[config.mk]
export PLATFORM = sky130hd
export DESIGN_NAME = dif_butterfly
export DESIGN_NICKNAME = d
export VERILOG_FILES = /design/src/rtl/fft_pkg.sv /design/src/rtl/cmult_pipe.sv /design/src/rtl/dif_butterfly.sv
export SDC_FILE = /design/constraint.sdc
export NUM_CORES = 2
export LEC_CHECK = 0
export CAP_MARGIN = 5
export CORE_MARGIN = 5
export CORE_UTILIZATION = 50
export CTS_CLUSTER_SIZE = 30
export DETAILED_ROUTE_END_ITERATION = 12
export DONT_BUFFER_PORTS = 1
export HOLD_SLACK_MARGIN = 0.1
export PLACE_DENSITY = 0.66
export SLEW_MARGIN = 20
export SYNTH_ARGS = -nofsm -noshare
export SYNTH_HDL_FRONTEND = slang
export SYNTH_HIERARCHICAL = 1
export SYNTH_SLANG_ARGS = --single-unit
[constraint.sdc]
create_clock -name clk -period 9.85 [get_ports clk]
set_clock_uncertainty 0.05 [all_clocks]
set_input_delay 1.97 -clock clk [delete_from_list [all_inputs] [get_ports clk]]
set_output_delay 1.97 -clock clk [all_outputs]
set_load 0.02 [all_outputs]
[src/rtl/fft_pkg.sv]
// Fixed-point helpers shared by the FFT butterflies and the FFT controller:
// round-half-up arithmetic shift and saturation to the DW-bit signed range.
package fft_pkg;

    localparam int DW_DEF = 16;
    localparam int Q_FRAC = 15;
    localparam int WIDE   = 2 * DW_DEF + 4;

    localparam logic signed [WIDE-1:0] SAT_MAX = {{(WIDE-DW_DEF+1){1'b0}}, {(DW_DEF-1){1'b1}}};
    localparam logic signed [WIDE-1:0] SAT_MIN = {{(WIDE-DW_DEF+1){1'b1}}, {(DW_DEF-1){1'b0}}};

    typedef struct packed {
        logic [DW_DEF-1:0] val;
        logic              clip;
    } sat_t;

    function automatic sat_t sat_dw(input logic signed [WIDE-1:0] x);
        sat_t r;
        if (x > SAT_MAX) begin
            r.val  = SAT_MAX[DW_DEF-1:0];
            r.clip = 1'b1;
        end else if (x < SAT_MIN) begin
            r.val  = SAT_MIN[DW_DEF-1:0];
            r.clip = 1'b1;
        end else begin
            r.val  = x[DW_DEF-1:0];
            r.clip = 1'b0;
        end
        return r;
    endfunction

    // Adding half an LSB before the arithmetic shift gives round-half-up.
    function automatic logic signed [WIDE-1:0] rnd_shift(input logic signed [WIDE-1:0] x,
                                                         input logic [4:0] sh);
        logic signed [WIDE-1:0] bias;
        bias = (sh == 5'd0) ? '0 : (WIDE'(1) << (sh - 5'd1));
        return (x + bias) >>> sh;
    endfunction

endpackage

[src/rtl/cmult_pipe.sv]
// Registered complex multiply producing the four full-precision partial
// products of a*b or a*conj(b); the caller combines them.
module cmult_pipe #(
    parameter int AW = 17,
    parameter int BW = 16
) (
    input  logic                    clk,
    input  logic                    rst,
    input  logic                    en,
    input  logic signed [AW-1:0]    ar,
    input  logic signed [AW-1:0]    ai,
    input  logic signed [BW-1:0]    br,
    input  logic signed [BW-1:0]    bi,
    input  logic                    conj,
    output logic signed [AW+BW-1:0] p_rr,
    output logic signed [AW+BW-1:0] p_ii,
    output logic signed [AW+BW-1:0] p_ri,
    output logic signed [AW+BW-1:0] p_ir
);

    localparam int PW = AW + BW;
    localparam logic signed [BW-1:0] B_MIN = {1'b1, {(BW-1){1'b0}}};
    localparam logic signed [BW-1:0] B_MAX = {1'b0, {(BW-1){1'b1}}};

    logic signed [BW-1:0] bi_eff;
    logic signed [PW-1:0] ar_x, ai_x, br_x, bi_x;

    // Negating the most negative code would wrap, so it clips to the maximum.
    always_comb begin
        bi_eff = bi;
        if (conj) begin
            bi_eff = (bi == B_MIN) ? B_MAX : -bi;
        end
    end

    assign ar_x = {{BW{ar[AW-1]}}, ar};
    assign ai_x = {{BW{ai[AW-1]}}, ai};
    assign br_x = {{AW{br[BW-1]}}, br};
    assign bi_x = {{AW{bi_eff[BW-1]}}, bi_eff};

    always_ff @(posedge clk) begin
        if (rst) begin
            p_rr <= '0;
            p_ii <= '0;
            p_ri <= '0;
            p_ir <= '0;
        end else if (en) begin
            p_rr <= ar_x * br_x;
            p_ii <= ai_x * bi_x;
            p_ri <= ar_x * bi_x;
            p_ir <= ai_x * br_x;
        end
    end

endmodule

[src/rtl/dif_butterfly.sv]
// Radix-2 DIF butterfly: P = A + B, Q = (A - B) * W (or conj(W) for the IFFT),
// three-stage pipeline with a stall-everything valid/ready handshake.
module dif_butterfly
    import fft_pkg::*;
#(
    parameter int DW = DW_DEF
) (
    input  logic                 clk,
    input  logic                 rst,
    input  logic                 valid_in,
    output logic                 ready_in,
    input  logic signed [DW-1:0] ar,
    input  logic signed [DW-1:0] ai,
    input  logic signed [DW-1:0] br,
    input  logic signed [DW-1:0] bi,
    input  logic signed [DW-1:0] wr,
    input  logic signed [DW-1:0] wi,
    input  logic                 inv,
    input  logic                 scale,
    output logic signed [DW-1:0] pr,
    output logic signed [DW-1:0] pi,
    output logic signed [DW-1:0] qr,
    output logic signed [DW-1:0] qi,
    output logic                 valid_out,
    input  logic                 ready_out,
    output logic                 ovf,
    input  logic                 clr_ovf
);

    localparam int XW = DW + 1;
    localparam int PW = 2 * DW + 1;

    logic en;

    logic signed [XW-1:0] sr1, si1, dr1, di1;
    logic signed [DW-1:0] wr1, wi1;
    logic                 inv1, scale1, v1;

    logic signed [XW-1:0] sr2, si2;
    logic signed [PW-1:0] p_rr, p_ii, p_ri, p_ir;
    logic                 scale2, v2;

    logic signed [WIDE-1:0] pr_w, pi_w, qr_w, qi_w;
    logic [4:0]             sh_p, sh_q;
    sat_t                   pr_s, pi_s, qr_s, qi_s;
    logic                   clip_any;

    assign en       = !valid_out | ready_out;
    assign ready_in = en;

    always_ff @(posedge clk) begin
        if (rst) begin
            sr1    <= '0;
            si1    <= '0;
            dr1    <= '0;
            di1    <= '0;
            wr1    <= '0;
            wi1    <= '0;
            inv1   <= 1'b0;
            scale1 <= 1'b0;
            v1     <= 1'b0;
        end else if (en) begin
            sr1    <= {ar[DW-1], ar} + {br[DW-1], br};
            si1    <= {ai[DW-1], ai} + {bi[DW-1], bi};
            dr1    <= {ar[DW-1], ar} - {br[DW-1], br};
            di1    <= {ai[DW-1], ai} - {bi[DW-1], bi};
            wr1    <= wr;
            wi1    <= wi;
            inv1   <= inv;
            scale1 <= scale;
            v1     <= valid_in;
        end
    end

    cmult_pipe #(
        .AW(XW),
        .BW(DW)
    ) u_cmult (
        .clk (clk),
        .rst (rst),
        .en  (en),
        .ar  (dr1),
        .ai  (di1),
        .br  (wr1),
        .bi  (wi1),
        .conj(inv1),
        .p_rr(p_rr),
        .p_ii(p_ii),
        .p_ri(p_ri),
        .p_ir(p_ir)
    );

    always_ff @(posedge clk) begin
        if (rst) begin
            sr2    <= '0;
            si2    <= '0;
            scale2 <= 1'b0;
            v2     <= 1'b0;
        end else if (en) begin
            sr2    <= sr1;
            si2    <= si1;
            scale2 <= scale1;
            v2     <= v1;
        end
    end

    assign pr_w = {{(WIDE-XW){sr2[XW-1]}}, sr2};
    assign pi_w = {{(WIDE-XW){si2[XW-1]}}, si2};
    assign qr_w = {{(WIDE-PW){p_rr[PW-1]}}, p_rr} - {{(WIDE-PW){p_ii[PW-1]}}, p_ii};
    assign qi_w = {{(WIDE-PW){p_ri[PW-1]}}, p_ri} + {{(WIDE-PW){p_ir[PW-1]}}, p_ir};

    // Q carries the Q1.15 twiddle fraction, so it drops Q_FRAC more bits than P.
    assign sh_p = {4'b0000, scale2};
    assign sh_q = 5'(Q_FRAC) + {4'b0000, scale2};

    assign pr_s = sat_dw(rnd_shift(pr_w, sh_p));
    assign pi_s = sat_dw(rnd_shift(pi_w, sh_p));
    assign qr_s = sat_dw(rnd_shift(qr_w, sh_q));
    assign qi_s = sat_dw(rnd_shift(qi_w, sh_q));

    assign clip_any = pr_s.clip | pi_s.clip | qr_s.clip | qi_s.clip;

    always_ff @(posedge clk) begin
        if (rst) begin
            pr        <= '0;
            pi        <= '0;
            qr        <= '0;
            qi        <= '0;
            valid_out <= 1'b0;
        end else if (en) begin
            pr        <= pr_s.val;
            pi        <= pi_s.val;
            qr        <= qr_s.val;
            qi        <= qi_s.val;
            valid_out <= v2;
        end
    end

    // Only real beats entering the output register may set the flag; set beats clear.
    always_ff @(posedge clk) begin
        if (rst) begin
            ovf <= 1'b0;
        end else if (en && v2 && clip_any) begin
            ovf <= 1'b1;
        end else if (clr_ovf) begin
            ovf <= 1'b0;
        end
    end

endmodule

==> qor.txt <==
outcome: complete, no violations
total track usage: 0.260
CTS H-Tree Depth: 2
Area Overhead vs Synth: 4.88%
Initial DRT Pass Iterations: 6
core footprint: 0.122 mm2
Buf/Inv on CP: 4
number of synthesized register bits: 335
area leader, netlist: fa_1
Die X: 359 um
Setup crit start kind: flop
YS warnings: 6
I/O pin cnt: 170
largest net degree at the start of global routing: 278
iteration-0 DRC count of the detailed router: 3275
Pwr Density: 259 mW/mm2
routability cong.: 0.942
final hold vios: 0
number of buffers added on ports: 0
Sequential Power Share: 0.135
worst skew pair latency: 0.62 ns
sequential area share after synthesis: 0.110
post-DR wirelength/cell: 19.8 um
clock-pin slew on the worst setup and hold paths: 0.06 ns
Reg area: 0.00673 mm2
final setup margin: 0.649 ns
clock buffer depth: 3
final hold slack: 0.402 ns
top cell type's share of synthesized area: 0.365
CTS tree: built
share of layout cells above drive strength 1: 0.0343
top cells by area, synth: fa_1, dfxtp_1, ha_1
Post-CTS Setup Bufs: 0
fin nets: 8631
worst hold path type: flop to flop
via count: 47400
vias per inst: 5.54
initial antenna violation count: 1
Internal Power: 0.00780 W
worst path arrival time: 9.62 ns
pre-CTS setup slack: 0.436 ns
ys async rst share: 0
GRT Residual Overflow: 0
minimum clock period: 9.20 ns
Post-synth EDFFs: 0
Worst-Margin Slew: 1.12 ns
Finished Cell Area: 0.0640 mm2
Die Span Y: 359 um
CTS Sinks: 335
Root Driver: clkbuf_16
TritonCTS Buffers: 43
first-pass GRT wire length: 268 mm
placed cell area: 0.0626 mm2
Slew headroom: 0.246
nature of the critical path endpoint: flop
commonest non-fill, non-tap cells in the layout: inv_1, fa_1, nand2_1
synthesized area per cell: 8.60 um2
slowest stage delay, CP: 0.72 ns
library cells used by synthesis: 85
Final Setup Violations: 0
Worst path slowest cell: a31oi_2
die area: 0.129 mm2
critical path peak fanout: 10
Pleak: 31.5 nW
MaxCap Viol Count: 0
final wirelength: 169 mm
Final HPWL DP: 134 mm
vias in the first global route: 48000
commonest non-fill, non-tap cell in the layout: inv_1
Final Cycle Share: 0.934
Gate Count Post-Synth: 7104
Worst path top cell family by delay: adder cells
# rows: 128
VDD IR max: 0.000217 V
filler instances: 11400
worst endpoint required time: 10.27 ns
Net Sw Power: 0.00878 W
Starting Density: 0.502
cell mode on critical path: fa_1
RSZ-0062 raised after global routing: no
logic gate share of total power: 0.764
WS Path Type: flop to flop
syn_nets: 8849
Remaining DRCs: 0
ys flop type: dfxtp_1
synthesized area: 0.0611 mm2
FMAX: 0.109 GHz
Sw Ratio: 0.530
Clock Power Share: 0.101
Post-DRT Antenna Nets: 0
multi-input logic area: 0.0481 mm2
Slew Limit Fails: 0
Setup TNS: 0 ns
==> state kept, by name, indices dropped and copies added, names as in the netlist <==
register      flops
scale1            1
dr1              16
sr2              17
u_cmult/p_rr     33
v2                1
di1              16
pr               16
v1                1
pi               16
scale2            1
wr1              16
qi               16
ovf               1
u_cmult/p_ii     33
sr1              17
valid_out         1
qr               16
si1              17
inv1              1
wi1              16
u_cmult/p_ir     33
si2              17
u_cmult/p_ri     33
==> final timing paths <==
| kind | start | to | slack (ns) | cells past startpoint |
|---|---|---|---|---|
| setup reg to reg | wi1[2]$_SDFFE_PP0N_ | u_cmult/p_ii[29]$_SDFFE_PP0P_ | 0.65 | 27 |
| hold / removal | scale1$_SDFFE_PP0N_ | scale2$_SDFFE_PP0N_ | 0.40 | 2 |
| hold reg to reg | scale1$_SDFFE_PP0N_ | scale2$_SDFFE_PP0N_ | 0.40 | 2 |
| setup / recovery | wi1[2]$_SDFFE_PP0N_ | u_cmult/p_ii[29]$_SDFFE_PP0P_ | 0.65 | 27 |
==> stage by stage <==
step | instances | power, W | util
final | 8544 | 0.0166 | 0.527
after global routing | 8543 | 0.0183 | 0.527
after CTS | 8543 | 0.0166 | 0.527
after detailed placement | 8466 | 0.0148 | 0.515
after global placement | 8466 | 0.0146 | 0.515
after floorplan | 7104 | 0.0115 | -
==> cell usage after synthesis, types with 54 or more instances <==
master,n
nand2b_1,74
nand3_1,57
a21oi_1,349
nor2_1,335
clkbuf_1,328
nor2b_1,54
nand2_1,949
xnor2_1,161
o21ai_0,214
fa_1,1112
ha_1,530
inv_1,1342
a211oi_1,85
a21o_1,82
and2_1,434
dfxtp_1,335
xor2_1,55
mux2i_1,79
==> power by group through the flow <==
stage          logic, W  registers (W)  clock network (W)
6_report         0.0127        0.00224            0.00167
4_1_cts          0.0126        0.00224            0.00170
5_1_grt          0.0142        0.00227            0.00175
3_5_place_dp     0.0125        0.00227                  0
2_1_floorplan   0.00953        0.00199                  0
3_3_place_gp     0.0123        0.00226                  0
==> per-layer routing <==
layer / GRT usage / wire [um] / up-vias
li1: - / - / 21700
met1: 0.347 / 69600 / 23700
met2: 0.404 / 75500 / 1682
met3: 0.0467 / 12900 / 327
met4: 0.137 / 11100 / 0
met5: 0 / 0 / -
==> repair_timing <==
item,CTS,global route
endpoints found under the setup margin,0,14
hold buffers,0,0
hold endpoints to repair,0,0
gates resized for setup,0,4
==> layout make-up <==
cell class              instances  area share
clock inverters                20     0.00455
repair buffers                 92      0.0112
multi-input cells            5071       0.751
flip-flops and latches        335       0.105
diodes                          1   0.0000391
inverters                    1343      0.0788
well taps                    1625      0.0317
clock buffers                  57      0.0181
==> worst min-delay path, cell delays in order (launching register included) <==
cell	delay [ns]
dfxtp_1	0.31
nand2_1	0.05
a21oi_1	0.05
==> cells by family after synthesis <==
family,after synthesis,share of synthesized area
xor gates and xnor gates,216,0.0310
AOI/OAI and AO/OA,1037,0.106
and+or+nand+nor,2093,0.161
buffers and inverters,1698,0.105
adders and majority gates,1642,0.473
muxes,83,0.0137
DFF,335,0.110
Power figures use the tool's default switching activity.
